<file path="config.mk">
export PLATFORM = sky130hd
export DESIGN_NAME = sram_like_resp
export DESIGN_NICKNAME = d
export VERILOG_FILES = /design/src/rtl/sram_like_resp.sv
export SDC_FILE = /design/constraint.sdc
export NUM_CORES = 1
export LEC_CHECK = 0
export BUFFER_PORTS_ARGS = -buffer_cell sky130_fd_sc_hd__buf_2
export CORE_UTILIZATION = 35
export DETAILED_ROUTE_END_ITERATION = 12
export PLACE_DENSITY = 0.59
export SKIP_LAST_GASP = 1
export SLEW_MARGIN = 20
export SYNTH_ARGS = -nofsm -noshare
export SYNTH_HDL_FRONTEND = slang
export SYNTH_SLANG_ARGS = --single-unit
</file>
<file path="constraint.sdc">
create_clock -name clk -period 10.8 [get_ports clk]
set_input_delay 1.62 -clock clk [delete_from_list [all_inputs] [get_ports clk]]
set_output_delay 1.62 -clock clk [all_outputs]
set_load 0.005 [all_outputs]
</file>
<file path="src/rtl/sram_like_resp.sv">
// SRAM-like slave front end: in-order responses with up to OUTSTANDING requests in flight.
// Define SRAM_LIKE_RESP_STALL_EN to add LFSR-driven pseudo-random address/data stalls.
module sram_like_resp #(
    parameter int          OUTSTANDING = 2,
    parameter logic [15:0] LFSR_SEED   = 16'hACE1
) (
    input  logic        clk,
    input  logic        reset,
    input  logic        req,
    input  logic        wr,
    input  logic [1:0]  size,
    input  logic [3:0]  wstrb,
    input  logic [31:0] addr,
    input  logic [31:0] wdata,
    output logic        addr_ok,
    output logic        data_ok,
    output logic [31:0] rdata,
    output logic        ram_en,
    output logic [3:0]  ram_wen,
    output logic [31:0] ram_addr,
    output logic [31:0] ram_wdata,
    input  logic [31:0] ram_rdata
);
    localparam logic [2:0] OUT_MAX = 3'(OUTSTANDING);
    localparam logic [1:0] PTR_MAX = 2'(OUTSTANDING - 1);

    function automatic logic [1:0] ptr_next(input logic [1:0] p);
        return (p == PTR_MAX) ? 2'd0 : p + 2'd1;
    endfunction

    logic        vld_p1;
    logic        wr_p1;
    logic        reset_q;
    logic [31:0] mem [0:3];
    logic [1:0]  rd_ptr;
    logic [1:0]  wr_ptr;
    logic [2:0]  fcnt;
    logic [2:0]  inflight;
    logic        fifo_empty;
    logic        accept;
    logic        push;
    logic        pop;
    logic        astall;
    logic        dstall;
    logic [31:0] resp_p1;
    logic        unused_ok;

    assign unused_ok = ^{size, addr[1:0]};

`ifdef SRAM_LIKE_RESP_STALL_EN
    localparam logic [15:0] SEED = (LFSR_SEED == 16'h0000) ? 16'h0001 : LFSR_SEED;
    logic [15:0] lfsr;

    always_ff @(posedge clk) begin
        if (reset) begin
            lfsr <= SEED;
        end else begin
            lfsr <= {lfsr[14:0], lfsr[15] ^ lfsr[13] ^ lfsr[12] ^ lfsr[10]};
        end
    end

    assign astall = (lfsr[1:0] == 2'b11);
    assign dstall = (lfsr[3:2] == 2'b11);
`else
    localparam logic [15:0] UNUSED_SEED = LFSR_SEED;
    assign astall = 1'b0;
    assign dstall = 1'b0;
`endif

    // In flight = answered-next-cycle stage plus whatever waits in the FIFO.
    assign inflight   = fcnt + {2'b00, vld_p1};
    assign fifo_empty = (fcnt == 3'd0);
    assign data_ok    = !reset && !dstall && (vld_p1 || !fifo_empty);
    // A same-cycle response frees a slot, so a full block can still accept.
    assign addr_ok    = !reset && !reset_q && !astall && ((inflight < OUT_MAX) || data_ok);
    assign accept     = req && addr_ok;

    assign ram_en    = accept;
    assign ram_wen   = (accept && wr) ? wstrb : 4'h0;
    assign ram_addr  = {addr[31:2], 2'b00};
    assign ram_wdata = wdata;

    assign resp_p1 = wr_p1 ? 32'h0 : ram_rdata;
    assign pop     = data_ok && !fifo_empty;
    assign push    = vld_p1 && !(data_ok && fifo_empty);
    assign rdata   = !data_ok ? 32'h0 : (fifo_empty ? resp_p1 : mem[rd_ptr]);

    // p0 -> p1: accepted request waits one cycle for the SRAM read data
    always_ff @(posedge clk) begin
        reset_q <= reset;
        wr_p1   <= wr;
        if (reset) begin
            vld_p1 <= 1'b0;
            rd_ptr <= 2'd0;
            wr_ptr <= 2'd0;
            fcnt   <= 3'd0;
        end else begin
            vld_p1 <= accept;
            if (push) wr_ptr <= ptr_next(wr_ptr);
            if (pop)  rd_ptr <= ptr_next(rd_ptr);
            case ({push, pop})
                2'b10:   fcnt <= fcnt + 3'd1;
                2'b01:   fcnt <= fcnt - 3'd1;
                default: fcnt <= fcnt;
            endcase
        end
    end

    // p1 -> FIFO: responses that cannot bypass are parked in order
    always_ff @(posedge clk) begin
        if (push) mem[wr_ptr] <= resp_p1;
    end
endmodule

</file>
# Yosys cells after proc, flatten, opt, wreduce, memory -nomap -nowiden
# Memory sizes are Yosys's and may differ from the RTL's. A register that Yosys moved wholly into a read port is not among the register bits.
# Cells that the tools add are included.
[classes]
n_addsub = 5
magnitude_cmp = 1
n_eq_ne = 4
muxes = 11
reduce_logical = 16
[op_table]
columns = ["operator", "n"]
rows = [
  ["two-way mux 32 bit", 3],
  ["logical AND 1 bit", 8],
  ["two-way mux 2 bit", 4],
  ["== test 2 x 1 -> 1 bit, second input constant", 3],
  ["one-hot mux 3 bit (2 select lines)", 1],
  ["adder 2 x 1 -> 2 bit, second input constant", 2],
  ["logical NOT 1 bit", 4],
  ["two-way mux 4 bit", 1],
  ["adder 3 x 1 -> 3 bit", 1],
  ["adder 3 x 1 -> 3 bit, second input constant", 1],
  ["logical NOT 3 bit", 1],
  ["< comparator 3 x 2 -> 1 bit, second input constant", 1],
  ["subtractor 3 x 1 -> 3 bit, second input constant", 1],
  ["== test 2 bit, second input constant", 1],
  ["logical OR 1 bit", 2],
  ["two-way mux 1 bit", 2],
  ["nonzero test 2 bit", 1],
]
[word_totals]
regBits = 10
ramBits = 128
input_bits = 106
out_inout_bits = 103
word_cells = 44
mem_count = 1
[memory_table]
columns = ["name", "words", "word_bits", "rd", "rd_clocked_by_memory_dff", "wr", "line", "rtl"]
rows = [
  ["mem", 4, 32, 1, 1, 1, "34", "logic [31:0] mem [0:3];"],
]

# Longest topological paths before layout
[depth]
word_depth = 9
mapped_depth = 9
ltp_nobuf = 8

# Worst setup path before layout
# No wires, ideal clock.
[synth_timing]
kind = "input to register"
startpoint = "in reset"
endpoint = "mem mem[0][0], enable pin"
arrival_time_ns = 3.939
path_slack_ns = 6.400
stages = 2
path_buffers = 0
path_cell_list = "o41ai_2 nor3_1"
[synth_between]
elab_chain_cells = 7
[synth_rtl]
columns = ["item", "line", "rtl"]
rows = [
  ["start, declared", "8", "input logic reset,"],
  ["logical NOT 1 bit", "73", "assign data_ok = !reset && !dstall && (vld_p1 || !fifo_empty);"],
  ["logical AND 1 bit", "73", ""],
  ["logical AND 1 bit", "85", "assign push = vld_p1 && !(data_ok && fifo_empty);"],
  ["logical NOT 1 bit", "85", ""],
  ["logical AND 1 bit", "85", ""],
  ["two-way mux 1 bit", "111", "if (push) mem[wr_ptr] <= resp_p1;"],
  ["two-way mux 1 bit (implied by the code)", "111", ""],
  ["end, declared", "34", ""],
]
# No other way between the ends.

# Worst setup path in the final report
[layout_timing]
startpoint = "in reset"
endpoint = "out rdata[7]"
[layout_between]
elab_chain_cells = 3
[layout_rtl]
columns = ["item", "line", "rtl"]
rows = [
  ["logical NOT 1 bit", "73", ""],
  ["logical AND 1 bit", "73", ""],
  ["two-way mux 32 bit", "86", "assign rdata = !data_ok ? 32'h0 : (fifo_empty ? resp_p1 : mem[rd_ptr]);"],
  ["end, declared", "17", "output logic [31:0] rdata,"],
]
# No other way between the ends.

==> results.json <==
{
  "critical_path.max_fanout": 26,
  "cp.arrival_ns": 3.11,
  "totalWireLength_microns": 13630,
  "post_cts_resized": 0,
  "setup_violations": 0,
  "drt_iter0_markers": 139,
  "cts_buffers": 17,
  "clock_sinks": 140,
  "place_congestion": 0.7033,
  "grt_util_all_layers_pct": 15.42,
  "period_minus_slack_ns": 4.726,
  "route.detailed.drc": 0,
  "fin_worst_skew_ns": 0.01105,
  "synthToLayoutAreaGrowth_pct": 12.83,
  "yosys_warnings": 0,
  "max_freq_mhz": 211.6,
  "cts-root-buf": "clkbuf_16",
  "powerDensity_nw_per_um2": 205.2,
  "nFillCells": 1614,
  "core_sq_um": 17420,
  "worstMarginPinSlew_ns": 0.9745,
  "status": "finished, final reports clean",
  "hold_path.class": "reg -> reg",
  "ant_nets": 0,
  "synthCells": 402,
  "path_class": "in -> out",
  "clock_latency_ns": 0.41,
  "htree_levels": 4,
  "hold_violations": 0,
  "grt_setup_unrepaired": "false",
  "antenna_found_initial": 0,
  "ys_types": 27,
  "design_area_sq_um": 7098,
  "p_leak_nw": 2.616,
  "vias_per_cell": 4.979,
  "grt_pass1_vias": 3484,
  "maxCapViolations": 0,
  "placed_cell_area_sq_um": 6452,
  "initial_utilization_pct": 36.12,
  "ys_seq_area_share_pct": 64.92,
  "hpwlAfterDp_microns": 8502,
  "critPathRequiredTime_ns": 9.18,
  "die_h_microns": 136.1,
  "setup_ws_ns": 6.074,
  "start_kind": "input pin",
  "final_nets": 530,
  "cts_buffer_depth": 2,
  "dr.pass1.iters": 7,
  "gr-total-overflow": 0,
  "grt_pass1_wl_microns": 20290,
  "wire_per_inst_microns": 20.68,
  "holdBufCountCts": 0,
  "drive_gt1_share_pct": 35.48,
  "grt_max_degree": 34,
  "stdcell_count": 659,
  "vias": 3281,
  "peakVddDrop_v": 0.00008299,
  "post_cts_buffers": 0,
  "port_buffers": 78,
  "io_pins": 209,
  "end_kind": "output pin",
  "syn-cell-area_sq_um": 6291,
  "power_mw": 1.456,
  "dp.cells": 627,
  "min_period_over_period_pct": 43.76,
  "fp.dieW_microns": 136.1,
  "die_area_sq_um": 18520,
  "maxSlewHeadroom_pct": 34.88,
  "rows": 48,
  "ys_seq_elements": 140,
  "clk_pin_slew_ns": 0.05,
  "syn_avg_cell_area_sq_um": 15.65,
  "cts_tree": "done",
  "preCtsSetupSlack_ns": 6.010,
  "slew_violations": 0,
  "antenna_cells": 0,
  "setup_tns_ns": 0
}
## through the flow
stage	hold WS, ns	util (%)
after floorplan	0.4208	-
after global placement	0.4241	37.04
final	0.4628	40.75
after global routing	0.4912	40.75
after CTS	0.4670	40.75
after detailed placement	0.4574	37.05
## power breakdown
part / switching [mW] / internal (mW) / total (mW)
sequential: 0.0155 / 0.605 / 0.620
clock: 0.217 / 0.412 / 0.629
combinational: 0.101 / 0.106 / 0.207
total: 0.334 / 1.12 / 1.46
## cell type report
cell class                 instances  area [sq um]  share of cell area, %
multi-input combinational        142          1520                  21.42
tap                              225         281.5                  3.966
timing repair buffer              82         420.4                  5.923
inverter                          38         142.6                  2.010
clock buffer                      19         432.9                  6.099
clock inverter                    13         212.7                  2.997
sequential                       140          4088                  57.59
## logic make-up after synthesis
kind of cell | after synthesis | synth area share, %
mux | 32 | 11.46
other cells | 1 | 0.05961
simple gates | 62 | 5.489
compound gates | 39 | 5.509
fa+ha+maj | 3 | 0.7159
flops | 140 | 64.92
xor+xnor | 4 | 0.5570
buf+inv | 121 | 11.30
## routing by layer
metal	global-route usage [%]	share of wire, %	up-vias
li1	-	-	1459
met1	17.67	40	1651
met2	25.47	49	120
met3	4.661	6.9	51
met4	9.012	4.3	0
met5	0	0	-
## registers in the layout, summed over array words and instances (netlist names), named ones only
signal and flops:
wr_p1 1, reset_q 1, rd_ptr 2, vld_p1 1, mem 128, wr_ptr 2, fcnt 3
## layout by cell type (no fill, tap or decap)
cell and instances:
edfxtp_1 128, buf_2 78, inv_1 38, nand2b_1 33
mux4_2 32, o2bb2ai_1 32, clkbuf_16 17, nor2_1 15
dfxtp_1 9, bufinv_16 5, nand3_1 4, buf_4 4
xor2_1 3, a21oi_1 3, dfxtp_2 3, inv_6 3
clkinvlp_4 3, or3_1 2, nor3_2 2, and4_2 2
ha_1 2, conb_1 2, clkbuf_1 2, nor3_1 1
nor2_4 1, nand3b_1 1, o41ai_2 1, and2_1 1
o31ai_4 1, xnor2_1 1, a311oi_1 1, o21ai_0 1
fa_1 1, clkinv_2 1, clkinv_4 1
## Yosys cell counts
master     number  area [sq um]
edfxtp_1      128          3844
nand3_1         4         20.02
mux4_2         32         720.7
xnor2_1         1         8.760
buf_2           4         20.02
o21ai_0         1         5.000
and2_1          1         6.260
a21oi_1         3         15.01
o41ai_2         1         16.27
buf_1           2         7.510
dfxtp_1        12         240.2
buf_4          67         503.0
inv_1          38         142.6
ha_1            2         25.02
fa_1            1         20.02
nand2b_1       33         206.5
nor3_1          3         15.01
and4_1          2         17.52
or3_1           2         12.51
conb_1          1         3.750
o2bb2ai_1      32         280.3
xor2_1          3         26.28
nand3b_1        1         7.510
nor2_1         16         60.06
a311oi_1        1         8.760
clkbuf_1       10         37.54
o31ai_4         1         21.27
## path summary, 6_finish.rpt
check	depth (start not counted)	from	endpoint	slack, ns
max	5	reset	rdata[7]	6.07
min	2	rd_ptr[1]	flip-flop	0.46
max reg2reg	8	fcnt[0]	fcnt[2]	8.04
min reg2reg	2	rd_ptr[1]	flip-flop	0.46
## worst max-delay path: stages
cell       delay (ns)
buf_2            0.19
nand3b_1         0.45
buf_4            0.40
o2bb2ai_1        0.26
buf_2            0.16
(Power assumes the default switching activity.)
